===== src/rtl/data_in_packer_if.sv =====
// Beat-in / word-out handshake bundle for the data_in_packer.
// The packer takes the slave side; whatever feeds it and drains it takes the master side.
interface data_in_packer_if #(
  parameter int IN_W  = 8,
  parameter int LANES = 4
);
  localparam int LANE_W = (LANES > 1) ? $clog2(LANES) : 1;

  logic                  in_valid;
  logic                  in_ready;
  logic [IN_W-1:0]       in_data;
  logic                  in_mode;
  logic [LANE_W-1:0]     in_lane;
  logic                  in_last;
  logic                  out_valid;
  logic                  out_ready;
  logic [IN_W*LANES-1:0] out_data;
  logic [LANES-1:0]      out_keep;

  modport master (
    output in_valid, in_data, in_mode, in_lane, in_last, out_ready,
    input  in_ready, out_valid, out_data, out_keep
  );

  modport slave (
    input  in_valid, in_data, in_mode, in_lane, in_last, out_ready,
    output in_ready, out_valid, out_data, out_keep
  );
endinterface


===== src/rtl/data_in_packer.sv =====
// Packs narrow input beats into LANES-wide output words, either by auto-incrementing
// lanes (order set by ORDER) or by direct lane addressing, with partial-word flush.
//
// state    | meaning
// ---------+-------------------------------------------------------------
// ST_EMPTY | output register holds no unconsumed word, out_valid=0
// ST_FULL  | completed word waiting in output register, out_valid=1
module data_in_packer #(
  parameter int IN_W  = 8,
  parameter int LANES = 4,
  parameter int ORDER = 0
) (
  input  logic                   clk,
  input  logic                   rst_n,
  data_in_packer_if.slave        bus,
  output logic                   busy
);

  localparam int OUT_W  = IN_W * LANES;
  localparam int LANE_W = (LANES > 1) ? $clog2(LANES) : 1;
  localparam logic [LANE_W-1:0] LAST_CNT = LANE_W'(LANES - 1);

  typedef enum logic {
    ST_EMPTY = 1'b0,
    ST_FULL  = 1'b1
  } state_t;

  state_t            state_q;
  state_t            state_d;

  logic [OUT_W-1:0]  asm_data_q;
  logic [LANES-1:0]  asm_keep_q;
  logic [LANE_W-1:0] count_q;
  logic [OUT_W-1:0]  out_data_q;
  logic [LANES-1:0]  out_keep_q;

  logic              out_valid;
  logic              in_ready;
  logic              accept;
  logic              auto_beat;
  logic              complete;
  logic [LANE_W-1:0] lane_sel;
  logic [OUT_W-1:0]  merged_data;
  logic [LANES-1:0]  merged_keep;

  assign accept    = bus.in_valid && in_ready;
  assign auto_beat = !bus.in_mode;
  assign complete  = accept && ((auto_beat && (count_q == LAST_CNT)) || bus.in_last);

  // Direct lanes are physical; ORDER only remaps the auto-increment sequence.
  always_comb begin
    lane_sel = count_q;
    if (bus.in_mode) begin
      lane_sel = bus.in_lane;
    end else if (ORDER != 0) begin
      lane_sel = LAST_CNT - count_q;
    end
  end

  // An out-of-range direct lane (non power-of-two LANES) matches nothing and is dropped.
  always_comb begin
    merged_data = asm_data_q;
    merged_keep = asm_keep_q;
    for (int k = 0; k < LANES; k++) begin
      if (lane_sel == LANE_W'(k)) begin
        merged_data[IN_W*k +: IN_W] = bus.in_data;
        merged_keep[k]              = 1'b1;
      end
    end
  end

  always_ff @(posedge clk or negedge rst_n) begin
    if (!rst_n) begin
      state_q <= ST_EMPTY;
    end else begin
      state_q <= state_d;
    end
  end

  // A completing beat refills the output register on the same edge it drains.
  always_comb begin
    state_d = state_q;
    case (state_q)
      ST_EMPTY: begin
        if (complete) begin
          state_d = ST_FULL;
        end
      end
      ST_FULL: begin
        if (complete) begin
          state_d = ST_FULL;
        end else if (bus.out_ready) begin
          state_d = ST_EMPTY;
        end
      end
      default: state_d = ST_EMPTY;
    endcase
  end

  always_comb begin
    out_valid = (state_q == ST_FULL);
    in_ready  = !out_valid || bus.out_ready;
  end

  always_ff @(posedge clk or negedge rst_n) begin
    if (!rst_n) begin
      asm_data_q <= '0;
      asm_keep_q <= '0;
      count_q    <= '0;
      out_data_q <= '0;
      out_keep_q <= '0;
    end else if (accept) begin
      if (complete) begin
        out_data_q <= merged_data;
        out_keep_q <= merged_keep;
        asm_data_q <= '0;
        asm_keep_q <= '0;
        count_q    <= '0;
      end else begin
        asm_data_q <= merged_data;
        asm_keep_q <= merged_keep;
        if (auto_beat) begin
          count_q <= count_q + LANE_W'(1);
        end
      end
    end
  end

  assign bus.out_valid = out_valid;
  assign bus.in_ready  = in_ready;
  assign bus.out_data  = out_data_q;
  assign bus.out_keep  = out_keep_q;
  assign busy          = |asm_keep_q;

endmodule


===== src/flat_wrapper.sv =====
// flat-port wrapper written by rule: the top's interface ports become plain ports
module data_in_packer_flat 
#(
  parameter int IN_W  = 8,
  parameter int LANES = 4,
  parameter int ORDER = 0
)
  (clk, rst_n, busy, bus_in_valid, bus_in_data, bus_in_mode, bus_in_lane, bus_in_last, bus_out_ready, bus_in_ready, bus_out_valid, bus_out_data, bus_out_keep);
  data_in_packer_if #(.IN_W(IN_W), .LANES(LANES)) bus_i ();
  input  logic clk;
  input  logic rst_n;
  output logic busy;
  input wire logic [$bits(bus_i.in_valid)-1:0] bus_in_valid;
  input wire logic [$bits(bus_i.in_data)-1:0] bus_in_data;
  input wire logic [$bits(bus_i.in_mode)-1:0] bus_in_mode;
  input wire logic [$bits(bus_i.in_lane)-1:0] bus_in_lane;
  input wire logic [$bits(bus_i.in_last)-1:0] bus_in_last;
  input wire logic [$bits(bus_i.out_ready)-1:0] bus_out_ready;
  output wire logic [$bits(bus_i.in_ready)-1:0] bus_in_ready;
  output wire logic [$bits(bus_i.out_valid)-1:0] bus_out_valid;
  output wire logic [$bits(bus_i.out_data)-1:0] bus_out_data;
  output wire logic [$bits(bus_i.out_keep)-1:0] bus_out_keep;
  assign bus_i.in_valid = bus_in_valid;
  assign bus_i.in_data = bus_in_data;
  assign bus_i.in_mode = bus_in_mode;
  assign bus_i.in_lane = bus_in_lane;
  assign bus_i.in_last = bus_in_last;
  assign bus_i.out_ready = bus_out_ready;
  assign bus_in_ready = bus_i.in_ready;
  assign bus_out_valid = bus_i.out_valid;
  assign bus_out_data = bus_i.out_data;
  assign bus_out_keep = bus_i.out_keep;
  data_in_packer #(.IN_W(IN_W), .LANES(LANES), .ORDER(ORDER)) u_core (.clk(clk), .rst_n(rst_n), .bus(bus_i), .busy(busy));
endmodule

===== config.mk =====
export PLATFORM = sky130hd
export DESIGN_NAME = data_in_packer_flat
export DESIGN_NICKNAME = d
export VERILOG_FILES = /design/src/rtl/data_in_packer_if.sv /design/src/rtl/data_in_packer.sv /design/src/flat_wrapper.sv
export SDC_FILE = /design/constraint.sdc
export NUM_CORES = 1
export LEC_CHECK = 0
export ABC_AREA = 1
export CORE_MARGIN = 2
export CORE_UTILIZATION = 55
export DETAILED_ROUTE_END_ITERATION = 7
export GPL_TIMING_DRIVEN = 1
export PLACE_DENSITY = 0.91
export SYNTH_ARGS = -nofsm -noshare
export SYNTH_HDL_FRONTEND = slang
export SYNTH_SLANG_ARGS = --single-unit

===== constraint.sdc =====
create_clock -name clk -period 2.2 [get_ports clk]
set_input_delay 0.44 -clock clk [delete_from_list [all_inputs] [get_ports clk]]
set_output_delay 0.44 -clock clk [all_outputs]
set_load 0.02 [all_outputs]

After elaboration in Yosys (flattened, before gate mapping)
Index checks and enable logic that the tools add are counted.

Add/subtract/negate cells: 1. Equal/unequal tests: 5. Multiplexer cells: 17. Bitwise operators: 1. Reduce and logical (&&, ||, !) cells: 11.

Operators with widths (number): 32-bit 2-to-1 mux (1); 8-bit 2-to-1 mux (4); 1-bit 2-to-1 mux (7); 2-bit equality test (second input constant) (3); 2-bit 2-to-1 mux (3); 4-bit 2-to-1 mux (1); 2-bit AND reduction (2); 4-bit OR reduction (1); 1-bit logical AND (3); 2-bit by 1-bit adder with 2-bit output (second input constant) (1); 2-bit by 1-bit equality test with 1-bit output (second input constant) (1); 1-bit logical NOT (2); 2-bit logical NOT (1); 1-bit logical OR (2); 2-bit by 1-bit != test with 1-bit output (second input constant) (1); 1-bit one-hot mux with 2 select lines (1); 1-bit NOT (1).

Bits in registers: 75. Input bits: 16. Output and inout port bits: 39.

Depth between registers and ports, before layout
Gate-level depths: netlist of the first run.

Word-level depth: 6. Gate-level depth with buffers: 8.

Worst setup path before layout of the first run
Ideal clock, no wire load.

Path kind: register to register. Start point: reg u_core.state_q, in the netlist u_core.bus.out_valid. End point: reg u_core.asm_keep_q[1]. Data arrival time: 1259 ps. Slack: 824 ps. Stages on the path, launching flop included: 8. Clock period less this slack: 1376 ps. Cells stage by stage: dfrtp_1 -> nand2_2 -> nand2_2 -> inv_1 -> nand2_2 -> buf_6 -> nand3_1 -> nand2_1.

Longest elaborated chain between the ends: 5.

Ends and longest elaborated chain: start: declaration (line data_in_packer.sv:28) `state_t state_q;`; start signal: assignment (line data_in_packer.sv:76) `state_q <= state_d;`; 1-bit logical NOT * (line data_in_packer.sv:102) `in_ready = !out_valid || bus.out_ready;`; 1-bit logical OR * (line data_in_packer.sv:102); named net bus_in_ready (line flat_wrapper.sv:19) `output wire logic [$bits(bus_i.in_ready)-1:0] bus_in_ready;`; 1-bit logical AND * (line data_in_packer.sv:46) `assign accept = bus.in_valid && in_ready;`; 1-bit logical AND (line data_in_packer.sv:48) `assign complete = accept && ((auto_beat && (count_q == LAST_CNT)) || bus.in_last);`; 4-bit 2-to-1 mux (line data_in_packer.sv:113) `if (complete) begin`; end signal: assignment (line data_in_packer.sv:121) `asm_keep_q <= merged_keep;`; end: declaration (line data_in_packer.sv:32) `logic [LANES-1:0] asm_keep_q;`.

Mark *: on every way through the listed nets, which the timed path passes. The rest lies on a longest branch. A chain may end at the register's enable or synchronous reset.

Worst setup path after layout of the first run
Start point: in bus_out_ready. End point: out bus_in_ready.

Longest elaborated chain between the ends: 1.

Ends and longest elaborated chain: start: declaration (line flat_wrapper.sv:18) `input wire logic [$bits(bus_i.out_ready)-1:0] bus_out_ready;`; 1-bit logical OR (line data_in_packer.sv:102); end: declaration (line flat_wrapper.sv:19).

No other way between the ends.

==> results of run 1 <==
-- metal layers --
metal | up-vias | GRT usage | routed length, µm
li1 | 1564 | - | -
met1 | 1584 | 0.3561 | 3612
met2 | 192 | 0.4268 | 4458
met3 | 31 | 0.05058 | 717
met4 | 0 | 0.1328 | 235
met5 | - | 0 | 0
-- layout make-up --
class | instances | area share
Clock buffer | 10 | 0.02845
Clock inverter | 6 | 0.02538
Inverter | 51 | 0.04268
Multi-Input combinational cell | 321 | 0.3174
Sequential cell | 75 | 0.4184
Tap cell | 77 | 0.02148
Timing Repair Buffer | 65 | 0.1462
-- cell usage after synthesis (3+ instances only) --
library cell,n
sky130_fd_sc_hd__clkbuf_1,3
sky130_fd_sc_hd__nand2_1,200
sky130_fd_sc_hd__inv_1,50
sky130_fd_sc_hd__nand3_1,100
sky130_fd_sc_hd__nand2_2,11
sky130_fd_sc_hd__nor2_4,3
sky130_fd_sc_hd__dfrtp_1,75
sky130_fd_sc_hd__buf_4,6
sky130_fd_sc_hd__buf_6,9
-- worst max-delay path by stage --
stage | end | slack [ns] | depth (start not counted)
after floorplan | u_core.asm_keep_q[1]$_DFFE_PN0P_ | 0.82 | 7
after global placement | u_core.bus.out_data[31]$_DFFE_PN0P_ | 0.11 | 7
after detailed placement | u_core.asm_keep_q[2]$_DFFE_PN0P_ | 0.06 | 9
after CTS | bus_in_ready | 0.13 | 4
after global routing | bus_in_ready | 0.08 | 4
final | bus_in_ready | 0.14 | 4
-- power breakdown --
part	switching (mW)	internal (mW)
Clock	0.537	0.755
Combinational	1.01	0.735
Sequential	0.214	1.75
-- state kept, by name, indices dropped and copies added (netlist names) --
signal and count:
u_core.asm_data_q 32, u_core.bus.out_data 32, u_core.asm_keep_q 4, u_core.bus.out_keep 4, u_core.count_q 2, u_core.bus.out_valid 1
-- cell families after synthesis --
| kind of cell | count (synthesis) | synth area share |
|---|---|---|
| AOI/OAI and AO/OA | 2 | 0.005828 |
| adders and majority gates | 1 | 0.003428 |
| buffers and inverters | 69 | 0.09564 |
| DFF | 75 | 0.5142 |
| and+or+nand+nor | 318 | 0.3809 |
-- stage by stage --
stage	utilization	area, µm²	cells
2_1_floorplan	-	3650	465
3_3_place_gp	0.6646	4244	589
3_5_place_dp	0.6646	4244	589
4_1_cts	0.7024	4486	605
5_1_grt	0.7024	4486	605
6_report	0.7024	4486	605
==> flow_summary_export.csv, run 1 <==
group,metric,value,unit
sta,timing.fmax,0.4860,GHz
yosys,post_synth_main_area_contributors,"sky130_fd_sc_hd__dfrtp_1 51%, sky130_fd_sc_hd__nand2_1 21%, sky130_fd_sc_hd__nand3_1 14%",
finish,layout.cells.most_common_list,"200 x sky130_fd_sc_hd__nand2_1, 100 x sky130_fd_sc_hd__nand3_1, 75 x sky130_fd_sc_hd__dfrtp_1, 53 x sky130_fd_sc_hd__clkdlybuf4s50_1, 50 x sky130_fd_sc_hd__inv_1",
setup_path,crit_arrival,1.62,ns
die,floorplan.die_area,0.007303,mm²
power,power.static_leakage,2.435,nW
detailed_routing,ant_nets,0,
detailed_routing,drt-initial-drc-count,363,
setup_path,cp_startpoint,"bus_out_ready",
clock_tree,clock_root_buffer,"sky130_fd_sc_hd__clkbuf_8",
grt,first_global_vias,3320,
sta,worst_slew_pin_slew,0.5251,ns
yosys,yosys.area.top_type_share,0.5142,
placed_design,numPortBuffers,54,
finish,multi_input_comb_area,0.001424,mm²
finish,insertedDiodeCount,0,
power,power.density,1116,mW/mm²
sta,timing.final.crit_share,0.9352,
run,max-cap-violations,0,
finish,drive_above_1_share,0.08523,
worst_hold_path,worstHoldPathType,"primary input to asynchronous set/reset pin",
die,coreArea,0.006386,mm²
grt,grt_antenna_before_repair,0,
setup_path,path_max_fanout,3,
yosys,synth_sequential_area_ratio,0.5142,
detailed_routing,via_per_inst,5.572,
clock_tree,cts_inserted_buffers,9,
yosys,synthesis.instances,465,
yosys,postSynth.topFlopCell,"sky130_fd_sc_hd__dfrtp_1",
sta,count_of_final_hold_check_violations,0,
grt,wire_length_of_the_first_global_routing_pass,15.35,mm
grt,grt_max_degree,76,
setup_path,worst-r2r-setup-slack,0.56,ns
yosys,synth_edf_count,0,
yosys,postSynthNetCount,482,
setup_path,cp.buffers_inverters,3,
clock_tree,cts_num_sinks,75,
finish,fin_nets,540,
run_status,run_status,"completed",
sta,final.setup.tns,0,ns
die,std_cell_rows,29,
grt,globalRouteTotalUtil,0.2690,
setup_path,timing.rr.start,"u_core.count_q[0]$_DFFE_PN0P_",
setup_path,worst_r2r_path_depth,7,
die,die_w,85.46,µm
yosys,synth-warning-count,0,
clock_tree,clock_latency_on_the_worst_skew_pair,0.37,ns
finish,layout.cells.most_common,"sky130_fd_sc_hd__nand2_1",
yosys,syn_area,0.003650,mm²
setup_path,rr_endpoint,"u_core.asm_data_q[9]$_DFFE_PN0P_",
yosys,synth-seq-cells,75,
clock_tree,cts.path.max_buffers,2,
clock_tree,cts_setup_buffers,0,
setup_path,cpMostUsedCell,"sky130_fd_sc_hd__clkdlybuf4s50_1",
yosys,netlist.top_cell.by_area,"sky130_fd_sc_hd__dfrtp_1",
sta,max_slew_margin,0.6499,
placed_design,gpl.final_weighted_congestion,0.8757,
die,floorplan.die.height,85.46,µm
setup_path,path_cells,"clkdlybuf4s50_1 -> inv_1 -> nand2_2 -> clkdlybuf4s50_1",
setup_path,worst_path_largest_cell_delay,0.61,ns
grt,global_route_overflow,0,
sta,final_max_slew_viol_count,0,
setup_path,critPathSlowestCell,"sky130_fd_sc_hd__clkdlybuf4s50_1",
sta,final_worst_clock_skew,0.009172,ns
detailed_routing,detail_route.first_pass.iterations,5,
sta,fin_crit_period,2.057,ns
die,io_pins,55,
setup_path,crit_type,"primary input to output pin",
sta,setup_repair_after_global_routing_missed_its_margin,"false",
setup_path,cpLargestDelayFamily,"buffers and inverters",
setup_path,start_kind,"primary input",
setup_path,worstSetupEndpointType,"output pin",
detailed_routing,avgRoutedWirePerCell,14.92,µm
die,floorplan.initialDensity,0.5715,
clock_tree,cts.repair.resized,0,
clock_tree,cts_tree,"yes",
sta,finalSetupViolCount,0,
power,design_power_total,5.006,mW
yosys,postSynthAreaPerCell,7.849,µm²
clock_tree,cts_hold_buf,0,
power,maximum_ir_drop_on_the_vdd_rail,0.6870,mV
placed_design,preCtsSetupSlack,0.06306,ns
finish,fillerInstances,460,
sta,final.hold.worst_slack,0.08769,ns
finish,final-seq-area,0.001877,mm²
detailed_routing,vias,3371,
finish,area.growth.synth_to_final,22.90,%
detailed_routing,drc_violations_left,0,
clock_tree,htree_num_levels,3,
clock_tree,cts.reportedPaths.clkPinSlew,0.08,ns
detailed_routing,drt-total-wl,9.024,mm
yosys,synth_cell_types,17,
yosys,synth-async-reset-ratio,1.000,
sta,final.setup.worst_slack,0.1425,ns
placed_design,place_hpwl,6.031,mm
setup_path,worstPathRequired,1.76,ns
(Power assumes the default switching activity.)
==> run 2: changes to the inputs <==
--- a/config.mk
+++ b/config.mk
@@ -6,6 +6,7 @@
 export NUM_CORES = 1
 export LEC_CHECK = 0
 export ABC_AREA = 1
+export CAP_MARGIN = 20
 export CORE_MARGIN = 2
 export CORE_UTILIZATION = 55
 export DETAILED_ROUTE_END_ITERATION = 7
==> results of run 2 <==
No change in the layout: final DEF, timing and power equal those of run 1.
